`src/rtl/mc_pkg.sv`:
```
// Shared definitions for the multi-cycle MIPS control unit: states, opcodes,
// function codes, ALU operations, mux selects and the instruction classifier.
package mc_pkg;

    typedef enum logic [3:0] {
        S_IF     = 4'd0,
        S_ID     = 4'd1,
        S_EXE_AL = 4'd2,
        S_EXE_BR = 4'd3,
        S_EXE_LS = 4'd4,
        S_MEM    = 4'd5,
        S_WB_AL  = 4'd6,
        S_WB_LD  = 4'd7,
        S_HALT   = 4'd8
    } state_e;

    localparam logic [5:0] OP_RTYPE = 6'b000000;
    localparam logic [5:0] OP_ADDIU = 6'b001001;
    localparam logic [5:0] OP_ANDI  = 6'b001100;
    localparam logic [5:0] OP_ORI   = 6'b001101;
    localparam logic [5:0] OP_XORI  = 6'b001110;
    localparam logic [5:0] OP_SLTI  = 6'b001010;
    localparam logic [5:0] OP_LW    = 6'b100011;
    localparam logic [5:0] OP_SW    = 6'b101011;
    localparam logic [5:0] OP_BEQ   = 6'b000100;
    localparam logic [5:0] OP_BNE   = 6'b000101;
    localparam logic [5:0] OP_BLTZ  = 6'b000001;
    localparam logic [5:0] OP_J     = 6'b000010;
    localparam logic [5:0] OP_JAL   = 6'b000011;
    localparam logic [5:0] OP_HALT  = 6'b111111;

    localparam logic [5:0] F_ADD = 6'b100000;
    localparam logic [5:0] F_SUB = 6'b100010;
    localparam logic [5:0] F_AND = 6'b100100;
    localparam logic [5:0] F_SLL = 6'b000000;
    localparam logic [5:0] F_SLT = 6'b101010;
    localparam logic [5:0] F_JR  = 6'b001000;

    typedef enum logic [2:0] {
        ALU_ADD  = 3'b000,
        ALU_SUB  = 3'b001,
        ALU_SLL  = 3'b010,
        ALU_OR   = 3'b011,
        ALU_AND  = 3'b100,
        ALU_SLTU = 3'b101,
        ALU_SLT  = 3'b110,
        ALU_XOR  = 3'b111
    } alu_op_e;

    typedef enum logic [1:0] {
        RD_31 = 2'b00,
        RD_RT = 2'b01,
        RD_RD = 2'b10
    } reg_dst_e;

    typedef enum logic [1:0] {
        PC_NEXT   = 2'b00,
        PC_BRANCH = 2'b01,
        PC_RS     = 2'b10,
        PC_JUMP   = 2'b11
    } pc_src_e;

    typedef enum logic [3:0] {
        C_RALU, C_IALU, C_BR, C_LS, C_J, C_JAL, C_JR, C_HALT, C_ILL
    } iclass_e;

    typedef struct packed {
        logic     pc_wre;
        logic     ir_wre;
        logic     ins_mem_rw;
        logic     alu_src_a;
        logic     alu_src_b;
        logic     ext_sel;
        alu_op_e  alu_op;
        logic     m_rd;
        logic     m_wr;
        logic     db_data_src;
        logic     reg_wre;
        logic     wr_reg_d_src;
        reg_dst_e reg_dst;
        pc_src_e  pc_src;
        logic     illegal;
        logic     halted;
    } ctl_t;

    function automatic iclass_e decode_class(input logic [5:0] op, input logic [5:0] funct);
        iclass_e c;
        c = C_ILL;
        case (op)
            OP_RTYPE: begin
                case (funct)
                    F_ADD, F_SUB, F_AND, F_SLL, F_SLT: c = C_RALU;
                    F_JR:                              c = C_JR;
                    default:                           c = C_ILL;
                endcase
            end
            OP_ADDIU, OP_ANDI, OP_ORI, OP_XORI, OP_SLTI: c = C_IALU;
            OP_BEQ, OP_BNE, OP_BLTZ:                     c = C_BR;
            OP_LW, OP_SW:                                c = C_LS;
            OP_J:                                        c = C_J;
            OP_JAL:                                      c = C_JAL;
            OP_HALT:                                     c = C_HALT;
            default:                                     c = C_ILL;
        endcase
        return c;
    endfunction

endpackage

```
`src/rtl/mc_alu_dec.sv`:
```
// ALU operation decoder: maps op/funct to the ALU operation code.
// Latency: combinational, zero cycles. Backpressure: none, pure function of inputs.
// Unknown encodings fall back to ADD; the FSM flags them as illegal separately.
module mc_alu_dec
    import mc_pkg::*;
(
    input  logic [5:0] op,
    input  logic [5:0] funct,
    output alu_op_e    alu_op
);

    always_comb begin
        alu_op = ALU_ADD;
        case (op)
            OP_RTYPE: begin
                case (funct)
                    F_ADD:   alu_op = ALU_ADD;
                    F_SUB:   alu_op = ALU_SUB;
                    F_AND:   alu_op = ALU_AND;
                    F_SLL:   alu_op = ALU_SLL;
                    F_SLT:   alu_op = ALU_SLT;
                    default: alu_op = ALU_ADD;
                endcase
            end
            OP_ADDIU, OP_LW, OP_SW:  alu_op = ALU_ADD;
            OP_ANDI:                 alu_op = ALU_AND;
            OP_ORI:                  alu_op = ALU_OR;
            OP_XORI:                 alu_op = ALU_XOR;
            OP_SLTI:                 alu_op = ALU_SLT;
            OP_BEQ, OP_BNE, OP_BLTZ: alu_op = ALU_SUB;
            default:                 alu_op = ALU_ADD;
        endcase
    end

endmodule

```
`src/rtl/multicycle_ctrl.sv`:
```
// Multi-cycle MIPS control FSM: sequences IF/ID/EXE/MEM/WB and drives all datapath controls.
// Latency: Moore outputs per state; 2 to 5 cycles per instruction, PC written in the final state.
// Backpressure: none; op/funct must hold from ID to instruction end, halt exits only via rst.
module multicycle_ctrl
    import mc_pkg::*;
(
    input  logic       clk,
    input  logic       rst,
    input  logic [5:0] op,
    input  logic [5:0] funct,
    input  logic       zero,
    input  logic       sign,
    output logic       PCWre,
    output logic       IRWre,
    output logic       InsMemRW,
    output logic       ALUSrcA,
    output logic       ALUSrcB,
    output logic       ExtSel,
    output logic [2:0] ALUOp,
    output logic       mRD,
    output logic       mWR,
    output logic       DBDataSrc,
    output logic       RegWre,
    output logic       WrRegDSrc,
    output logic [1:0] RegDst,
    output logic [1:0] PCSrc,
    output logic       illegal,
    output logic       halted
);

    state_e  state, nxt;
    iclass_e cls;
    alu_op_e dec_op;
    ctl_t    c, o;
    logic    taken;

    mc_alu_dec u_alu_dec (
        .op     (op),
        .funct  (funct),
        .alu_op (dec_op)
    );

    assign cls = decode_class(op, funct);

    always_ff @(posedge clk or posedge rst) begin
        if (rst) state <= S_IF;
        else      state <= nxt;
    end

    always_comb begin
        c     = '0;
        nxt   = state;
        taken = 1'b0;
        case (state)
            S_IF: begin
                c.ins_mem_rw = 1'b1;
                c.ir_wre     = 1'b1;
                nxt          = S_ID;
            end
            S_ID: begin
                case (cls)
                    C_RALU, C_IALU: nxt = S_EXE_AL;
                    C_BR:           nxt = S_EXE_BR;
                    C_LS:           nxt = S_EXE_LS;
                    C_J: begin
                        c.pc_src = PC_JUMP;
                        c.pc_wre = 1'b1;
                        nxt      = S_IF;
                    end
                    C_JAL: begin
                        c.pc_src       = PC_JUMP;
                        c.pc_wre       = 1'b1;
                        c.reg_wre      = 1'b1;
                        c.reg_dst      = RD_31;
                        c.wr_reg_d_src = 1'b0;
                        nxt            = S_IF;
                    end
                    C_JR: begin
                        c.pc_src = PC_RS;
                        c.pc_wre = 1'b1;
                        nxt      = S_IF;
                    end
                    C_HALT: nxt = S_HALT;
                    default: begin
                        // Unknown encodings retire as a nop so fetch keeps advancing.
                        c.illegal = 1'b1;
                        c.pc_wre  = 1'b1;
                        c.pc_src  = PC_NEXT;
                        nxt       = S_IF;
                    end
                endcase
            end
            S_EXE_AL: begin
                c.alu_src_a = (cls == C_RALU) && (funct == F_SLL);
                c.alu_src_b = (cls == C_IALU);
                c.ext_sel   = (op == OP_ADDIU) || (op == OP_SLTI);
                c.alu_op    = dec_op;
                nxt         = S_WB_AL;
            end
            S_WB_AL: begin
                c.reg_wre      = 1'b1;
                c.wr_reg_d_src = 1'b1;
                c.db_data_src  = 1'b0;
                c.reg_dst      = (cls == C_RALU) ? RD_RD : RD_RT;
                c.pc_wre       = 1'b1;
                nxt            = S_IF;
            end
            S_EXE_BR: begin
                case (op)
                    OP_BEQ:  taken = zero;
                    OP_BNE:  taken = ~zero;
                    OP_BLTZ: taken = sign;
                    default: taken = 1'b0;
                endcase
                c.alu_op  = ALU_SUB;
                c.ext_sel = 1'b1;
                c.pc_wre  = 1'b1;
                c.pc_src  = taken ? PC_BRANCH : PC_NEXT;
                nxt       = S_IF;
            end
            S_EXE_LS: begin
                c.alu_src_b = 1'b1;
                c.ext_sel   = 1'b1;
                c.alu_op    = ALU_ADD;
                nxt         = S_MEM;
            end
            S_MEM: begin
                if (op == OP_SW) begin
                    c.m_wr   = 1'b1;
                    c.pc_wre = 1'b1;
                    nxt      = S_IF;
                end else begin
                    c.m_rd = 1'b1;
                    nxt    = S_WB_LD;
                end
            end
            S_WB_LD: begin
                c.reg_wre      = 1'b1;
                c.reg_dst      = RD_RT;
                c.wr_reg_d_src = 1'b1;
                c.db_data_src  = 1'b1;
                c.pc_wre       = 1'b1;
                nxt            = S_IF;
            end
            S_HALT: begin
                c.halted = 1'b1;
                nxt      = S_HALT;
            end
            default: nxt = S_IF;
        endcase
    end

    // Reset masks every output combinationally so an aborted instruction writes nothing.
    assign o = rst ? '0 : c;

    assign PCWre     = o.pc_wre;
    assign IRWre     = o.ir_wre;
    assign InsMemRW  = o.ins_mem_rw;
    assign ALUSrcA   = o.alu_src_a;
    assign ALUSrcB   = o.alu_src_b;
    assign ExtSel    = o.ext_sel;
    assign ALUOp     = o.alu_op;
    assign mRD       = o.m_rd;
    assign mWR       = o.m_wr;
    assign DBDataSrc = o.db_data_src;
    assign RegWre    = o.reg_wre;
    assign WrRegDSrc = o.wr_reg_d_src;
    assign RegDst    = o.reg_dst;
    assign PCSrc     = o.pc_src;
    assign illegal   = o.illegal;
    assign halted    = o.halted;

endmodule

```
`config.mk`:
```
export PLATFORM = sky130hd
export DESIGN_NAME = multicycle_ctrl
export DESIGN_NICKNAME = d
export VERILOG_FILES = /design/src/rtl/mc_pkg.sv /design/src/rtl/mc_alu_dec.sv /design/src/rtl/multicycle_ctrl.sv
export SDC_FILE = /design/constraint.sdc
export NUM_CORES = 1
export LEC_CHECK = 0
export CORE_UTILIZATION = 40
export DETAILED_ROUTE_END_ITERATION = 10
export PLACE_DENSITY = 0.87
export SKIP_LAST_GASP = 1
export SYNTH_ARGS = -nofsm -noshare
export SYNTH_HDL_FRONTEND = slang
export SYNTH_SLANG_ARGS = --single-unit
```
`constraint.sdc`:
```
create_clock -name clk -period 1.7 [get_ports clk]
set_input_delay 0.17 -clock clk [delete_from_list [all_inputs] [get_ports clk]]
set_output_delay 0.17 -clock clk [all_outputs]
set_load 0.02 [all_outputs]
```
==> flow_summary.toml, run 1 <==
[place]
detail_placement_hpwl_um = 3350
dp_slack_ns = -1.13
port-buffer-count = 35
numPlacedInstances = 257
gp_routability_congestion = 0.920

[floorplan]
die_h_um = 51.8
row_count = 17
starting_density_of_the_core = 0.436
pin_count = 36
die_width_um = 51.8

[synth]
synth.avg_cell_area_um2 = 6.66
number_of_warnings_reported_in_the_yosys_synthesis_log = 0
synth_sequential_area_ratio = 0.101
synth.lib_cells_used.distinct = 50
dominantRegCellSynth = "sky130_fd_sc_hd__dfrtp_1"
ys_ff_latch = 4
netlist_instances = 149
synth_edf_count = 0
netlist_area_um2 = 992
synth_async_sr_flop_share = 1.00
postSynthNetCount = 165

[grt]
grt_max_degree = 14
aggregate_global_route_resource_usage = 0.674
grt_overflow = 10

[clock_network]
cts.sink_count = 4
root_buffer = "sky130_fd_sc_hd__clkbuf_4"
clock_path_buffers = 2
clock_tree.htree_level_count = 1
cts_buffers = 3

[status]
toolErrorMsg = "[ERROR GRT-0232] Routing congestion too high. Check the congestion heatmap in the GUI."
run_status = "aborted with a tool error"
stop_stage = "global routing (5_1_grt)"

[timing]
worst_path_end_type = "output port"
worstEndpointGrtRepair = "ALUOp[2]"
==> cell usage after synthesis, drive strengths merged, types with 2 or more instances <==
library cell / number / area share
o31ai: 3 / 0.023
clkbuf: 8 / 0.050
nor3: 12 / 0.061
a21oi: 10 / 0.050
or4: 3 / 0.024
o21ai: 11 / 0.055
or3: 2 / 0.013
nor4: 2 / 0.013
nand4: 2 / 0.013
nand2b: 6 / 0.038
nand2: 8 / 0.030
nand3: 13 / 0.083
nor4b: 2 / 0.018
buf: 3 / 0.020
dfrtp: 4 / 0.10
inv: 6 / 0.023
nor2b: 2 / 0.013
xor2: 2 / 0.018
nor2: 17 / 0.064
nor3b: 2 / 0.015
o22ai: 4 / 0.025
and3: 6 / 0.042
==> cells by family after synthesis <==
kind of cell / Yosys count / share of synthesized area
AO/OA/AOI/OAI: 43 / 0.308
XOR/XNOR: 3 / 0.0265
buffers and inverters: 17 / 0.0933
flip-flops: 4 / 0.101
multiplexers: 2 / 0.0214
AND/OR/NAND/NOR: 80 / 0.450
==> per-layer routing <==
layer | track usage | GRT overflow
met1 | 0.690 | 1
met2 | 0.894 | 4
met3 | 0.436 | 0
met4 | 0.653 | 5
met5 | 0.0952 | 0
==> stage by stage <==
stage / util / TNS [ns] / hold slack (ns) / area [µm²]
2_1_floorplan: - / -0.425 / -0.0559 / 1070
3_3_place_gp: 0.794 / -15.08 / 0.582 / 1810
3_5_place_dp: 0.794 / -16.59 / 0.582 / 1810
4_1_cts: 0.916 / -3.72 / 0.453 / 2080
==> timing repair <==
action                     CTS
resized for setup          183
buffers inserted            11
hold buffers                 0
pin swaps                   23
setup endpoints to repair   23
==> inputs of run 2 (changes only) <==
CORE_AREA = 2 2 63 65   (was default)
CORE_UTILIZATION = default   (was 40)
DIE_AREA = 0 0 65 67   (was default)
PLACE_DENSITY = default   (was 0.87)
PLACE_DENSITY_LB_ADDON = 0.15   (was default)
clock period = 2.2 ns   (was 1.7 ns; I/O delays follow)
==> flow_summary.toml, run 2 <==
[status]
run_status = "finished, violations left"
failed_checks = "setup timing"

[clock_network]
cts_buffers = 3
clock_path_buffers = 2
hold_buffers = 0
root_buffer = "sky130_fd_sc_hd__clkbuf_8"
cts.reportedPaths.clkPinSlew_ns = 0.04
cts.sink_count = 4
cts_tree = "built"
clock_tree.htree_level_count = 1
worst_skew_pair_latency_ns = 0.22

[place]
numPlacedInstances = 271
port-buffer-count = 35
detailed_place.area_um2 = 1720
gp_routability_congestion = 0.871
detail_placement_hpwl_um = 2960

[floorplan]
row_count = 22
overall_die_area_um2 = 4360
die_h_um = 67
core-area_um2 = 3610
starting_density_of_the_core = 0.275
pin_count = 36
die_width_um = 65

[timing]
report.final.slew_viol_count = 0
worst_pin_slew_ns = 0.448
fin_worst_hold_slack_ns = 0.195
rsz0062_at_grt = "yes"
post-route-worst-setup-slack_ns = -0.0827
final_setup_violation_count = 1
report.final.hold_viol_count = 0
final.period_utilization = 1.04
period_minus_slack_ns = 2.28
worst_slew_margin_rel = 0.699
max_clock_freq_mhz = 438
setup_clock_skew_after_layout_ns = 0.00493

[detailed_routing]
vias_per_cell = 5.17
drt_wl_total_um = 4050
1st_pass_router_iterations = 4
route.detailed.wl_per_inst_um = 14.0
remaining_antenna_violation_count = 0
post-route-drc-count = 0
via_count = 1495
detailedRoute.firstIterationViolations = 94

[power]
max-vdd-ir-drop_mv = 0.275
seq_power_share = 0.108
power.share.clock = 0.141
internal-power_uw = 607
power.share.combinational = 0.751
leakagePower_uw = 0.000916
cellPowerDensity_nw_per_um2 = 568
power.net_switching_uw = 502
power.share.switching = 0.452

[grt]
initial_antenna_violation_count = 0
aggregate_global_route_resource_usage = 0.193
grt_pass1_vias = 1520
global_route_wire_length_before_repair_um = 6760
grt_overflow = 0
grt_max_degree = 14

[final_layout]
num-nets-final = 259
instances_no_fill = 289
register_name_with_the_most_flops = "state"
multi_input_area_um2 = 937
sequential_cell_area_um2 = 100
num-fill-cells = 358
biggestRegsByFlops = "state x4"
area_delta_synth_final_pct = 96.8
antenna-diode-count = 0
largest_register_ffs = 4
commonest_cells_after_routing_fill_and_taps_aside = "sky130_fd_sc_hd__buf_4, sky130_fd_sc_hd__nor2_1, sky130_fd_sc_hd__dlygate4sd2_1, sky130_fd_sc_hd__nand3_1"
layout.cells.most_common = "sky130_fd_sc_hd__buf_4"
layout-drive-gt1-share = 0.477
final_design_area_no_fill_um2 = 1950

[synth]
cell_taking_the_most_area_after_synthesis = "sky130_fd_sc_hd__dfrtp_1"
yosys.cell_count.top_type = "sky130_fd_sc_hd__nor2_1"
yosys-top-cells-count = "sky130_fd_sc_hd__nor2_1, sky130_fd_sc_hd__nor3_1, sky130_fd_sc_hd__nand3_1, sky130_fd_sc_hd__o21ai_0, sky130_fd_sc_hd__a21oi_1"
number_of_warnings_reported_in_the_yosys_synthesis_log = 0
synth_area_leaders = "sky130_fd_sc_hd__dfrtp_1, sky130_fd_sc_hd__nor2_1, sky130_fd_sc_hd__nor3_1"
synth_edf_count = 0
netlist_instances = 149
dominantRegCellSynth = "sky130_fd_sc_hd__dfrtp_1"
netlist_area_um2 = 992
synth_async_sr_flop_share = 1.00
synth.top_cell.area_share = 0.101
synth_sequential_area_ratio = 0.101
synth.lib_cells_used.distinct = 50
ys_ff_latch = 4
synth.avg_cell_area_um2 = 6.66
postSynthNetCount = 165

[critical_path]
worst-path-max-fanout = 2
setup.worst_path.end_class = "primary output"
worst_setup_path_start_kind = "flip-flop"
type_of_the_worst_setup_path = "flip-flop to primary output"
worst-endpoint-required_ns = 1.98
critical_path_arrival_ns = 2.06

[min_path]
worstHoldPathType = "input pin to async pin"

[flow_run]
drv.max_cap_violation_count = 0
==> run 2: cell counts after synthesis <==
No cell type changed its count.
==> run 2: what timing repair did <==
item / 4_1_cts / 5_1_grt
setup endpoints to repair: 17 / 14
resized for setup: 88 / 18
pin swaps: 9 / 2
setup buffers: 12 / 2
gates cloned: 0 / 1
==> run 2: cell type report <==
| type | instances | share of cell area |
|---|---|---|
| Clock buffer | 3 | 0.0211 |
| Multi-Input combinational cell | 128 | 0.480 |
| Inverter | 6 | 0.0115 |
| Tap cell | 48 | 0.0307 |
| Timing Repair Buffer | 100 | 0.406 |
| Sequential cell | 4 | 0.0512 |
==> run 2: routing by layer <==
| layer | up-vias | global-route usage | share of wire | wire length, µm |
|---|---|---|---|---|
| li1 | 749 | - | - | - |
| met1 | 701 | 0.248 | 0.45 | 1830 |
| met2 | 41 | 0.336 | 0.48 | 1960 |
| met3 | 4 | 0.0338 | 0.054 | 218 |
| met4 | 0 | 0.0426 | 0.0096 | 39 |
| met5 | - | 0 | 0 | 0 |
==> run 2: power by group through the flow <==
stage,clock (µW),sequential (µW),combinational [µW]
after floorplan,0,125,458
after global placement,0,115,804
after detailed placement,0,117,811
after CTS,154,118,820
after global routing,164,125,909
final,156,120,833
==> run 2: path summary, 6_finish.rpt <==
path                          start        to  slack [ns]  depth (start not counted)
setup / recovery           state[3]  ALUOp[2]       -0.08                          7
hold / removal                  rst  state[2]        0.19                          4
setup reg to reg           state[2]  state[1]        0.86                          5
hold reg to reg            state[1]  state[3]        0.65                          2
max in group asynchronous       rst  state[0]        1.90                          4
min in group clk           state[1]  state[3]        0.65                          2
==> run 2: stage by stage <==
step	util	TNS [ns]	total power (µW)	setup WS, ns
2_1_floorplan	-	0	584	0.0176
3_3_place_gp	0.477	-7.74	919	-0.719
5_1_grt	0.542	-0.465	1200	-0.139
6_report	0.542	-0.0827	1110	-0.0827
3_5_place_dp	0.477	-8.03	927	-0.775
4_1_cts	0.534	-0.134	1090	-0.130
==> run 2: cell families (layout without fill, tap and decap cells) <==
kind of cell,count (synthesis),in the layout,synth area share
compound gates,43,43,0.308
xor+xnor,3,3,0.0265
buf+inv,17,109,0.0933
flops,4,4,0.101
mux,2,2,0.0214
simple gates,80,80,0.450
==> run 2: critical path: stages, from the launching register on <==
cell and delay [ns]:
sky130_fd_sc_hd__dfrtp_1 0.37, sky130_fd_sc_hd__or3_4 0.39, sky130_fd_sc_hd__nor3b_2 0.17, sky130_fd_sc_hd__buf_4 0.14, sky130_fd_sc_hd__nand3_1 0.08, sky130_fd_sc_hd__or4_4 0.43
sky130_fd_sc_hd__a21oi_2 0.12, sky130_fd_sc_hd__buf_4 0.15
(Power assumes the default switching activity.)
